**src/rtl/debug_display.sv**
```systemverilog
// Probe display: shows one of CHANNELS probe words on active-low 7-segment digits,
// chosen manually or by auto-scroll, with a toggleable freeze snapshot.
module debug_display #(
    parameter int CHANNELS      = 8,
    parameter int WIDTH         = 16,
    parameter int SCROLL_PERIOD = 50_000_000,
    localparam int DIGITS = WIDTH / 4,
    localparam int SW     = $clog2(CHANNELS),
    localparam int CW     = $clog2(SCROLL_PERIOD)
) (
    input  logic                      clk_i,
    input  logic                      rst_i,
    input  logic [CHANNELS*WIDTH-1:0] chan_i,
    input  logic [SW-1:0]             sel_i,
    input  logic                      mode_i,
    input  logic                      freeze_req_i,
    output logic [DIGITS*7-1:0]       hex_o,
    output logic [SW-1:0]             shown_chan_o,
    output logic                      frozen_o,
    output logic                      tick_o
);

    localparam logic [CW-1:0] CNT_LAST  = CW'(SCROLL_PERIOD - 1);
    localparam logic [SW-1:0] CHAN_LAST = SW'(CHANNELS - 1);

    logic [SW-1:0]       shown_q, shown_d;
    logic [CW-1:0]       cnt_q, cnt_d;
    logic                frozen_q, frozen_d;
    logic [WIDTH-1:0]    snap_q, snap_d;
    logic                prev_q, prev_d;
    logic                armed_q, armed_d;
    logic                mode_prev_q, mode_prev_d;
    logic                tick_q, tick_d;
    logic [DIGITS*7-1:0] hex_q, hex_d;

    logic [WIDTH-1:0] chan_arr_s [CHANNELS];
    logic [WIDTH-1:0] live_s;
    logic [WIDTH-1:0] disp_s;
    logic             sel_ok_s;
    logic             frz_edge_s;

    for (genvar c = 0; c < CHANNELS; c++) begin : g_chan
        assign chan_arr_s[c] = chan_i[c*WIDTH +: WIDTH];
    end

    // Segment order a..g from MSB to LSB, active low.
    function automatic logic [6:0] seg7(input logic [3:0] nib);
        logic [6:0] seg;
        case (nib)
            4'h0:    seg = 7'b0000001;
            4'h1:    seg = 7'b1001111;
            4'h2:    seg = 7'b0010010;
            4'h3:    seg = 7'b0000110;
            4'h4:    seg = 7'b1001100;
            4'h5:    seg = 7'b0100100;
            4'h6:    seg = 7'b0100000;
            4'h7:    seg = 7'b0001111;
            4'h8:    seg = 7'b0000000;
            4'h9:    seg = 7'b0000100;
            4'hA:    seg = 7'b0001000;
            4'hB:    seg = 7'b1100000;
            4'hC:    seg = 7'b0110001;
            4'hD:    seg = 7'b1000010;
            4'hE:    seg = 7'b0110000;
            4'hF:    seg = 7'b0111000;
            default: seg = 7'b1111111;
        endcase
        return seg;
    endfunction

    assign sel_ok_s = ({1'b0, sel_i} < (SW+1)'(CHANNELS));
    // The key only arms after it has been seen low, so a key held through reset is ignored.
    assign frz_edge_s = freeze_req_i & ~prev_q & armed_q;

    // Next-state logic for selection, scroll counter, freeze and display.
    always_comb begin
        live_s      = chan_arr_s[shown_q];
        shown_d     = shown_q;
        cnt_d       = cnt_q;
        frozen_d    = frozen_q;
        snap_d      = snap_q;
        mode_prev_d = mode_prev_q;
        tick_d      = 1'b0;
        prev_d      = freeze_req_i;
        armed_d     = armed_q | ~freeze_req_i;

        if (frz_edge_s) begin
            frozen_d = ~frozen_q;
            if (!frozen_q) begin
                snap_d = live_s;
            end else begin
                snap_d = snap_q;
            end
        end else if (frozen_q) begin
            // mode_prev holds so a mode change made while frozen is seen at unfreeze
            frozen_d = 1'b1;
        end else begin
            mode_prev_d = mode_i;
            if (mode_i != mode_prev_q) begin
                cnt_d = '0;
                if (!mode_i && sel_ok_s) begin
                    shown_d = sel_i;
                end else begin
                    shown_d = shown_q;
                end
            end else if (mode_i) begin
                if (cnt_q == CNT_LAST) begin
                    cnt_d   = '0;
                    tick_d  = 1'b1;
                    shown_d = (shown_q == CHAN_LAST) ? '0 : shown_q + 1'b1;
                end else begin
                    cnt_d = cnt_q + 1'b1;
                end
            end else begin
                cnt_d = '0;
                if (sel_ok_s) begin
                    shown_d = sel_i;
                end else begin
                    shown_d = shown_q;
                end
            end
        end

        disp_s = frozen_q ? snap_q : live_s;
        hex_d  = '1;
        for (int k = 0; k < DIGITS; k++) begin
            hex_d[7*k +: 7] = seg7(disp_s[4*k +: 4]);
        end
    end

    // State and output registers; reset blanks the display.
    always_ff @(posedge clk_i or posedge rst_i) begin
        if (rst_i) begin
            shown_q     <= '0;
            cnt_q       <= '0;
            frozen_q    <= 1'b0;
            snap_q      <= '0;
            prev_q      <= 1'b0;
            armed_q     <= 1'b0;
            mode_prev_q <= 1'b0;
            tick_q      <= 1'b0;
            hex_q       <= '1;
        end else begin
            shown_q     <= shown_d;
            cnt_q       <= cnt_d;
            frozen_q    <= frozen_d;
            snap_q      <= snap_d;
            prev_q      <= prev_d;
            armed_q     <= armed_d;
            mode_prev_q <= mode_prev_d;
            tick_q      <= tick_d;
            hex_q       <= hex_d;
        end
    end

    assign hex_o        = hex_q;
    assign shown_chan_o = shown_q;
    assign frozen_o     = frozen_q;
    assign tick_o       = tick_q;

endmodule

```
**config.mk**
```make
export PLATFORM = sky130hd
export DESIGN_NAME = debug_display
export DESIGN_NICKNAME = d
export VERILOG_FILES = /design/src/rtl/debug_display.sv
export SDC_FILE = /design/constraint.sdc
export NUM_CORES = 1
export LEC_CHECK = 0
export CORE_MARGIN = 1
export CORE_UTILIZATION = 47
export DETAILED_ROUTE_END_ITERATION = 7
export HOLD_SLACK_MARGIN = 0.1
export PLACE_DENSITY = 0.87
export SLEW_MARGIN = 10
export SYNTH_ARGS = -nofsm -noshare
export SYNTH_HDL_FRONTEND = slang
export SYNTH_SLANG_ARGS = --single-unit
```
**constraint.sdc**
```tcl
create_clock -name clk_i -period 3.4 [get_ports clk_i]
set_clock_uncertainty 0.05 [all_clocks]
set_input_delay 0.34 -clock clk_i [delete_from_list [all_inputs] [get_ports clk_i]]
set_output_delay 0.34 -clock clk_i [all_outputs]
set_load 0.03 [all_outputs]
```
==> results of run 1 <==
[stage by stage]
stage          utilization  power [mW]  hold slack (ns)
2_1_floorplan            -       4.195           0.3214
3_3_place_gp        0.6541       5.131           0.4007
3_5_place_dp        0.6541       5.303           0.4102
4_1_cts             0.6695       5.931           0.4310
5_1_grt             0.6695       6.336           0.4334
6_report            0.6695       5.932           0.4140
[critical path, cell delays in order, from the launching register on]
cell and delay (ns):
dfrtp_2 0.56, buf_12 0.23, mux4_2 0.52, mux2i_1 0.15
nor2_1 0.06, a21oi_1 0.38, inv_1 0.19, ha_1 0.27
mux4_2 0.46
[placed cells by master, fill, tap and decap left out, types with 19 or more instances in the layout]
master,count
nand3_1,20
a21oi_1,19
nor2_1,32
inv_1,20
o21ai_0,45
ha_1,24
dfrtp_1,49
dfstp_2,28
nand2_1,68
clkdlybuf4s50_1,167
mux2i_1,42
mux4_2,25
[logic make-up after synthesis]
logic type	Yosys count	share of synthesized area
AND/OR/NAND/NOR	166	0.1492
multiplexers	77	0.2075
XOR/XNOR	22	0.03648
flip-flops	78	0.3761
adder cells (fa/ha/maj)	24	0.05685
AO/OA/AOI/OAI	114	0.1317
buffers and inverters	50	0.04216
[state kept, by name, summed over array words and instances, names as in the netlist]
register,count
cnt_q,26
snap_q,16
tick_o,1
armed_q,1
prev_q,1
shown_chan_o,3
mode_prev_q,1
hex_o,28
frozen_o,1
[cell type report]
| type | count | area (um2) |
|---|---|---|
| tap | 140 | 175.2 |
| clock buffer | 12 | 145.1 |
| multi-input combinational | 403 | 3073 |
| timing repair buffer | 180 | 1807 |
| clock inverter | 4 | 22.52 |
| inverter | 21 | 78.83 |
| sequential | 78 | 1988 |
| fill | 848 | 3598 |
[how the worst max path moves through the flow]
stage	startpoint	to	slack, ns	depth (start not counted)
after floorplan	shown_chan_o[1]	hex_o[6]	0.29	14
after global placement	shown_chan_o[1]	hex_o[3]	0.59	8
after detailed placement	shown_chan_o[1]	hex_o[3]	0.43	8
after CTS	shown_chan_o[1]	hex_o[3]	0.43	8
after global routing	shown_chan_o[1]	hex_o[6]	0.22	9
final	shown_chan_o[1]	hex_o[3]	0.44	8
[layer usage]
layer	global-route usage	vias up
met5	0	-
met2	0.4613	195
met3	0.04461	21
met4	0.08023	0
li1	-	2247
met1	0.2995	2278
[power by group]
group	switching (mW)	internal, mW	leakage (nW)	total, mW
Combinational	2.07	1.72	1.96	3.79
Sequential	0.196	1.32	0.950	1.51
Clock	0.342	0.285	0.0910	0.627
Total	2.61	3.32	3.00	5.93
==> summary.md, run 1 <==
| Metric | Value |
|---|---|
| Status | finished, final reports clean |
| RSZ-0062 raised after global routing | no |
| Relative slew margins | 0.4629 |
| Seq/Total Area, Yosys | 0.3761 |
| Setup Fix Bufs, Post-CTS | 0 |
| Post-synth top area share | 0.2369 |
| Diodes inserted | 0 |
| Core footprint | between 0.01 and 0.015 mm2 |
| Cell Pwr Density | a little over 800 mW/mm2 |
| Post-synth EDFFs | 0 |
| Final hold violations | 0 |
| Highest Signal Layer | met4 |
| Die height | approximately 110 um |
| CTS resizes | 0 |
| Total GRT Usage | 0.2527 |
| Fin cells | 838 |
| #FFs+latches synth | slightly below 80 |
| Async set-or-reset flop fraction in the synthesized netlist | 1.000 |
| Layout net count | around 850 |
| Minimum clock period | ~3.0 ns |
| Clk buf depth | 2 |
| Mean area per synthesized cell | between 9 and 10 um2 |
| Met2 WL | between 7000 and 8000 um |
| Post-route cell area | 0.007289 mm2 |
| Commonest cells post-synth | 68 x nand2_1, 50 x dfrtp_1, 45 x o21ai_0 |
| Most used DFF post-synth | dfrtp_1 |
| Pleak | 3.004 nW |
| DIE WIDTH | around 110 um |
| Vias per cell | 5.658 |
| Worst-case reg-to-reg path depth | 8 |
| Critical Setup Path Class | reg -> reg |
| Std cell rows | 38 |
| CTS Hold Buffers Added | 0 |
| Final antenna-violating net count | 0 |
| Most frequent cell after synthesis | nand2_1 |
| Pre-Repair DR Iteration Count | 5 |
| Synth top area cells | dfrtp_1 24%, dfstp_2 14%, mux4_2 11%, mux2i_1 8.0%, ha_1 5.7% |
| Vias in the first global route | 4,748 |
| Die ar. | around 0.012 mm2 |
| Wire per inst | 17.41 um |
| DR vias | about 4,700 |
| Clk_lat worst skew | between 0.3 and 0.4 ns |
| Post-synthesis cell area | between 0.005 and 0.006 mm2 |
| Crit Path Max Fanout | 20 |
| Worst Setup End Kind | flop |
| # IOs | between 150 and 200 |
| Layout cells sized above 1 | 0.1433 |
| CTS sink count | 78 |
| Distinct cell type count after synthesis | 50 |
| R2r setup slk | around 0.44 ns |
| Total wire length | 14,590 um |
| CTS tree | built |
| Slew @ Worst Pin | 0.8045 ns |
| Worst slack, placed | about 0.43 ns |
| PortBufs | 167 |
| Synth-to-layout area growth | 37.99% |
| Initial Util | 0.4852 |
| Fmax | about 0.34 GHz |
| FF-to-FF Start | shown_chan_o[1] |
| Root buffer cell | clkbuf_8 |
| # DRC | 0 |
| Cells after DPL | about 800 |
| Setup violations, final | 0 |
| Num CTS Buffers | 9 |
| First-pass GRT wire length | approximately 23,000 um |
| Initial antenna violation count | 0 |
| Maxcap violations | 0 |
| Setup WS post-layout | approximately 0.44 ns |
| Synthesis Warnings | 0 |
| M1 wire length | ~5600 um |
| Clk slew on worst S/H paths | 0.09 ns |
| Slew Limit Fails | 0 |
| Setup TNS Final | 0 ns |
| Reg2reg end | hex_o[3] |
| Largest area contributor in the netlist | dfrtp_1 |
| GP Congestion | between 0.9 and 1 |
| Mapped Cells | ~530 |
| Wire length on met3 | 1200 um |
| Final Cycle Share | 0.8713 |
| Critical Path RT | between 3 and 4 ns |
| Startpoint types | flop |
| CTS H-Tree Depth | 3 |
| Post-Syn Nets | 690 |
| Peak VDD IR | about 0.44 mV |
| DP Area | ~0.0071 mm2 |
| HPWL after detailed placement | around 11,000 um |
| Hold WC Path Type | in -> async |
| Grt ovf | 0 |
| Pin count of the biggest net entering global routing | 44 |
| Crit path arrival time | approximately 3.2 ns |
| DRT iter0 DRCs | between 200 and 250 |
(Power assumes the default switching activity.)
==> run 2, diff against run 1 <==
CELL_PAD_IN_SITES_DETAIL_PLACEMENT = 1   (was unset)
CELL_PAD_IN_SITES_GLOBAL_PLACEMENT = 2   (was unset)
CORE_UTILIZATION = 28   (was 47)
PLACE_DENSITY = 0.86   (was 0.87)
==> run 2 against run 1 <==
Design area up 3.6%. Global-route usage is 6.3 points lower. Non-clock buffer count rose by 3. Routed wire length increased by 23%. Worst setup slack gained 0.073 ns. Total power increased by 9.3%. Critical path depth up 2. Utilization down 25 points. Register-to-register slack improved by 0.07 ns. Cell count rose by 11%. Largest power group unchanged. Highest routed layer unchanged.
==> summary.md, run 2 (synthesis results as in run 1) <==
| Metric | Value |
|---|---|
| Vias per cell | 5.188 (-8.3%) |
| Top delay family on crit path | multiplexers |
| Relative slew margins | 0.4582 (-0.004694) |
| # DRC | 0 (unchanged) |
| Maxcap violations | 0 (unchanged) |
| Pre-Repair DR Iteration Count | 4 (-1) |
| Highest-count cells in the layout ignoring fill and taps | 167 x clkdlybuf4s50_1, 68 x nand2_1, 49 x dfrtp_1 |
| Fin util | 0.4148 (-0.2547) |
| Power Internal | 3.691 mW (+11%) |
| Clk_lat worst skew | 0.34 ns (about the same) |
| GP Congestion | 0.8248 (-9.8%) |
| Clk slew on worst S/H paths | 0.06 ns (-0.03 ns) |
| Clk buf depth | 2 (unchanged) |
| Crit Path Max Fanout | 27 (+35%) |
| Diodes inserted | 0 (unchanged) |
| Initial antenna violation count | 0 (unchanged) |
| Largest register FFs | 28 (unchanged) |
| Sequential cell area | 0.001988 mm2 (unchanged) |
| Peak VDD IR | 0.2920 mV (-33%) |
| Fin cells | 930 (+11%) |
| Initial Util | 0.2901 (-0.1951) |
| Crit path largest cell delay | 0.54 ns (-0.02 ns) |
| Die ar. | 0.01942 mm2 (+66%) |
| Sw Share | 0.4305 (-0.009051) |
| Vias in the first global route | 5,257 (+11%) |
| Area of the multi-input gates | 0.003073 mm2 (unchanged) |
| Slew @ Worst Pin | 0.8073 ns (+0.002796 ns) |
| Std cell rows | 49 (+29%) |
| Most common cell after layout, fill and taps aside | clkdlybuf4s50_1 |
| Hold WC Path Type | in -> async |
| CTS tree | built |
| Final Cycle Share | 0.8500 (-0.02135) |
| Clock Power Share | 0.164 (+0.058) |
| DR vias | 4,825 (+1.8%) |
| Grt ovf | 0 (unchanged) |
| Cell Pwr Density | 858.3 mW/mm2 (+5.5%) |
| Cells after DPL | 914 (+11%) |
| CP bufs+invs | 2 (unchanged) |
| CTS sink count | 78 (unchanged) |
| Synth-to-layout area growth | 42.97% |
| Final antenna-violating net count | 0 (unchanged) |
| HPWL after detailed placement | 13,920 um (+23%) |
| Final hold violations | 0 (unchanged) |
| Startpoint types | flop |
| Crit path cell chain | buf_12 -> mux4_2 -> mux2i_1 -> o21a_1 -> ha_1 -> inv_1 -> mux2_2 -> a21oi_1 -> o21ai_0 -> o31ai_1 |
| Pin count of the biggest net entering global routing | 44 (unchanged) |
| Fillers | 2,008 (+140%) |
| Critical Setup Path Class | reg -> reg |
| Pleak | 3.079 nW (+2.5%) |
| Layout cells sized above 1 | 0.1498 (+0.006520) |
| Setup Fix Bufs, Post-CTS | 0 (unchanged) |
| Critical Path RT | 3.58 ns (-0.03 ns) |
| Layout net count | 855 (+0.35%) |
| Root buffer cell | clkbuf_16 |
| Worst Setup End Kind | flop |
| CTS H-Tree Depth | 3 (unchanged) |
| Crit path arrival time | 3.07 ns (-0.11 ns) |
| Total wire length | 18,010 um (+23%) |
| Fmax | 0.3460 GHz (+2.5%) |
| DIE WIDTH | 139.4 um (+29%) |
| CTS resizes | 0 (unchanged) |
| Seq pwr share | 0.227 (-0.028) |
| Setup TNS Final | 0 ns (unchanged) |
| Status | finished, final reports clean |
| Core footprint | 0.01821 mm2 (+67%) |
| Total GRT Usage | 0.1893 (-0.06343) |
| Hold slack | 0.1289 ns (-0.2851 ns) |
| CTS Hold Buffers Added | 0 (unchanged) |
| Num CTS Buffers | 9 (unchanged) |
| CP max-delay cell | mux4_2 |
| # IOs | 168 (unchanged) |
| Psw | 2.791 mW (+7.0%) |
| Setup WS post-layout | 0.5101 ns (+0.07259 ns) |
| Slew Limit Fails | 0 (unchanged) |
| RSZ-0062 raised after global routing | no |
| Setup violations, final | 0 (unchanged) |
| Wire per inst | 19.37 um (+11%) |
| DRT iter0 DRCs | 235 (+7.8%) |
| Worst slack, placed | 0.5113 ns (+0.08121 ns) |
| First-pass GRT wire length | 28,370 um (+24%) |
| Combinational share of power | 0.608 (-0.032) |
| PortBufs | 167 (unchanged) |
| Minimum clock period | 2.890 ns (-0.07259 ns) |
| Die height | 139.4 um (+29%) |
[run 2: cell count changes in the layout (fill, tap and decap cells not counted), sizes merged]
cell,change
buf,+3
clkbuf,-3
bufinv,+2
clkinv,+2
inv,-1
[run 2: final cells by class]
type / instances / area share
Timing Repair Buffer: 183 / 0.2389
Multi-Input combinational cell: 403 / 0.4069
Clock inverter: 7 / 0.01276
Tap cell: 229 / 0.03794
Inverter: 21 / 0.01044
Clock buffer: 9 / 0.02982
Sequential cell: 78 / 0.2633
[run 2: power by group through the flow]
stage	Clock, mW	Combinational (mW)	Sequential (mW)
4_1_cts	1.08	3.98	1.48
3_5_place_dp	0	3.94	1.49
3_3_place_gp	0	3.80	1.48
2_1_floorplan	0	2.39	1.80
6_report	1.07	3.94	1.47
5_1_grt	1.12	4.27	1.51
[run 2: routing by layer]
metal	wire length, um	part of all wire	global-route usage	vias up
li1	-	-	-	2259
met1	7439	0.41	0.2202	2384
met2	9238	0.51	0.3449	155
met3	900	0.050	0.03166	27
met4	436	0.024	0.07427	0
met5	0	0	0	-
[run 2: final timing paths]
kind,start,to,slack [ns],depth (start not counted)
max,shown_chan_o[1],hex_o[12],0.51,10
min,rst_i,mode_prev_q,0.13,2
max reg2reg,shown_chan_o[1],hex_o[12],0.51,10
min reg2reg,snap_q[5],snap_q[5],0.44,2
max in group asynchronous,rst_i,hex_o[25],2.43,3
min in group clk_i,snap_q[5],snap_q[5],0.44,2
[run 2: metrics by stage]
step / instance area (um2) / power, mW
finish: 7552 / 6.482
global route: 7552 / 6.902
CTS: 7552 / 6.536
detailed placement: 7231 / 5.437
global placement: 7231 / 5.275
floorplan: 5283 / 4.195
[run 2: worst register-to-register path, delay by kind of cell, from the launching register on]
kind,cells,cell delay [ns]
AO/OA/AOI/OAI,4,0.66
flip-flops,1,0.45
multiplexers,3,1.10
adder cells (fa/ha/maj),1,0.19
buffers and inverters,2,0.32
==> run 3, diff against run 2 <==
clock period = 2.9 ns   (was 3.4 ns; I/O delays follow)
==> run 3 against run 2 <==
Non-clock buffer count grew 10. Sequential cell count is the same. Largest cell class unchanged. Clock power is essentially flat. Highest routed layer unchanged. Via count shrank 0.93%.
==> summary.md, run 3 (synthesis results as in run 1) <==
| Metric | Value |
|---|---|
| Total wire length | 16,850 um (-6.5%) |
| Vias per cell | 5.085 (-2.0%) |
| Post-route cell area | 0.007632 mm2 (+1.1%) |
| Setup Fix Bufs, Post-CTS | 0 (unchanged) |
| Total GRT Usage | 0.1800 (-0.009287) |
| Layout net count | 865 (+1.2%) |
| First-pass GRT wire length | 27,770 um (-2.1%) |
| Layout cells sized above 1 | 0.1646 (+0.01477) |
| Pin count of the biggest net entering global routing | 79 (+80%) |
| # IOs | 168 (unchanged) |
| PortBufs | 167 (unchanged) |
| Initial Util | 0.2901 (unchanged) |
| Core footprint | 0.01821 mm2 (unchanged) |
| Critical Setup Path Class | reg -> reg |
| DR vias | 4,780 (-0.93%) |
| Setup violations, final | 0 (unchanged) |
| Clk_lat worst skew | 0.34 ns (about the same) |
| Highest-count cells in the layout ignoring fill and taps | 167 x clkdlybuf4s50_1, 68 x nand2_1, 47 x dfrtp_1 |
| Met2 usage | 0.3187 (-0.02618) |
| Peak VDD IR | 0.3741 mV (+28%) |
| CTS tree | built |
| Diodes inserted | 0 (unchanged) |
| Final hold violations | 0 (unchanged) |
| # DRC | 0 (unchanged) |
| Hold WC Path Type | in -> async |
| Final antenna-violating net count | 0 (unchanged) |
| Final Cycle Share | 0.9275 (+0.07756) |
| CTS Hold Buffers Added | 0 (unchanged) |
| Startpoint types | flop |
| Die height | 139.4 um (unchanged) |
| Minimum clock period | 2.690 ns (-0.2001 ns) |
| Maxcap violations | 0 (unchanged) |
| RSZ-0062 raised after global routing | no |
| Worst-case reg-to-reg path depth | 11 (+1) |
| Critical Path RT | 3.13 ns (-0.45 ns) |
| Met1 Use GR | 0.2175 (-0.002706) |
| Met3 usage | 0.04336 (+0.01170) |
| HPWL after detailed placement | 13,100 um (-5.9%) |
| Pleak | 3.109 nW (+0.99%) |
| GP Congestion | 0.8538 (+3.5%) |
| Std cell rows | 49 (unchanged) |
| DRT iter0 DRCs | 200 (-15%) |
| DIE WIDTH | 139.4 um (unchanged) |
| Critical Path Start | shown_chan_o[1] |
| DP Area | 0.007337 mm2 (+1.5%) |
| FF-to-FF Start | shown_chan_o[1] |
| Num CTS Buffers | 9 (unchanged) |
| CTS sink count | 78 (unchanged) |
| Root buffer cell | clkbuf_16 |
| Grt ovf | 0 (unchanged) |
| Fillers | 2,048 (+2.0%) |
| Clk slew on worst S/H paths | 0.06 ns (about the same) |
| Status | finished, final reports clean |
| Largest register FFs | 28 (unchanged) |
| CTS H-Tree Depth | 3 (unchanged) |
| Most Crowded Layer GR | met2 |
| Cell Pwr Density | 989.1 mW/mm2 (+15%) |
| Most common cell after layout, fill and taps aside | clkdlybuf4s50_1 |
| Pre-Repair DR Iteration Count | 5 (+1) |
| Crit Path Max Fanout | 29 (+7.4%) |
| Wire per inst | 17.93 um (-7.5%) |
| Synth-to-layout area growth | 44.48% |
| Slew Limit Fails | 0 (unchanged) |
| Die ar. | 0.01942 mm2 (unchanged) |
| Crit path arrival time | 2.92 ns (-0.15 ns) |
| Vias in the first global route | 5,225 (-0.61%) |
| Initial antenna violation count | 0 (unchanged) |
| Relative slew margins | 0.5037 (+0.04555) |
| CTS resizes | 0 (unchanged) |
| Worst Setup End Kind | flop |
| Setup TNS Final | 0 ns (unchanged) |
| Slew @ Worst Pin | 0.7394 ns (-0.06786 ns) |
| Clk buf depth | 2 (unchanged) |
| Fmax | 0.3718 GHz (+7.4%) |
[run 3: cell count changes in the layout (fill, tap and decap cells not counted), sizes merged]
cell	before	now
buf	16	26
clkbuf	9	16
clkinv	4	0
bufinv	2	0
inv	22	21
[run 3: power breakdown]
part           switching (mW)  total [mW]  internal (mW)
clock                   0.440        1.09          0.652
combinational            2.51        4.66           2.15
sequential              0.245        1.80           1.55
[run 3: path summary, 6_finish.rpt]
path,end,slack (ns)
setup / recovery,hex_o[6],0.21
hold / removal,snap_q[1],0.32
setup reg to reg,hex_o[6],0.21
hold reg to reg,armed_q,0.43
max in group asynchronous,hex_o[20],2.12
min in group clk_i,prev_q,0.43
[run 3: area by class of cell]
class	count	area, um2	share of cell area
Multi-Input combinational cell	403	3088	0.4046
Sequential cell	78	1993	0.2611
Timing Repair Buffer	193	1904	0.2495
Tap cell	229	286.5	0.03754
Clock buffer	16	281.5	0.03689
Inverter	21	78.83	0.01033
[run 3: worst max-delay path, cell delays in order, from the launching register on]
cell      delay [ns]
dfrtp_2         0.37
buf_12          0.23
mux4_2          0.55
mux2i_1         0.15
nor2_1          0.07
a21oi_2         0.23
ha_1            0.27
inv_1           0.10
o21ai_0         0.22
nand2_1         0.08
o311ai_0        0.13
a41o_1          0.15
[run 3: through the flow]
step                instances  hold WS, ns  total power, mW  utilization  worst slack [ns]
finish                    940       0.3221            7.549       0.4192            0.2102
global route              940       0.3612            8.121       0.4192          0.009998
CTS                       940       0.3329            7.614       0.4184           0.02655
detailed placement        924       0.4202            6.485       0.4029           0.06677
global placement          924       0.4009            6.330       0.4029            0.1810
floorplan                 531       0.2714            4.931            -           0.04772
[run 3: layer usage]
metal  vias to the layer above  wire, um
met4                         0       203
met3                        14      1018
met5                         -         0
li1                       2275         -
met2                       132      8415
met1                      2359      7212
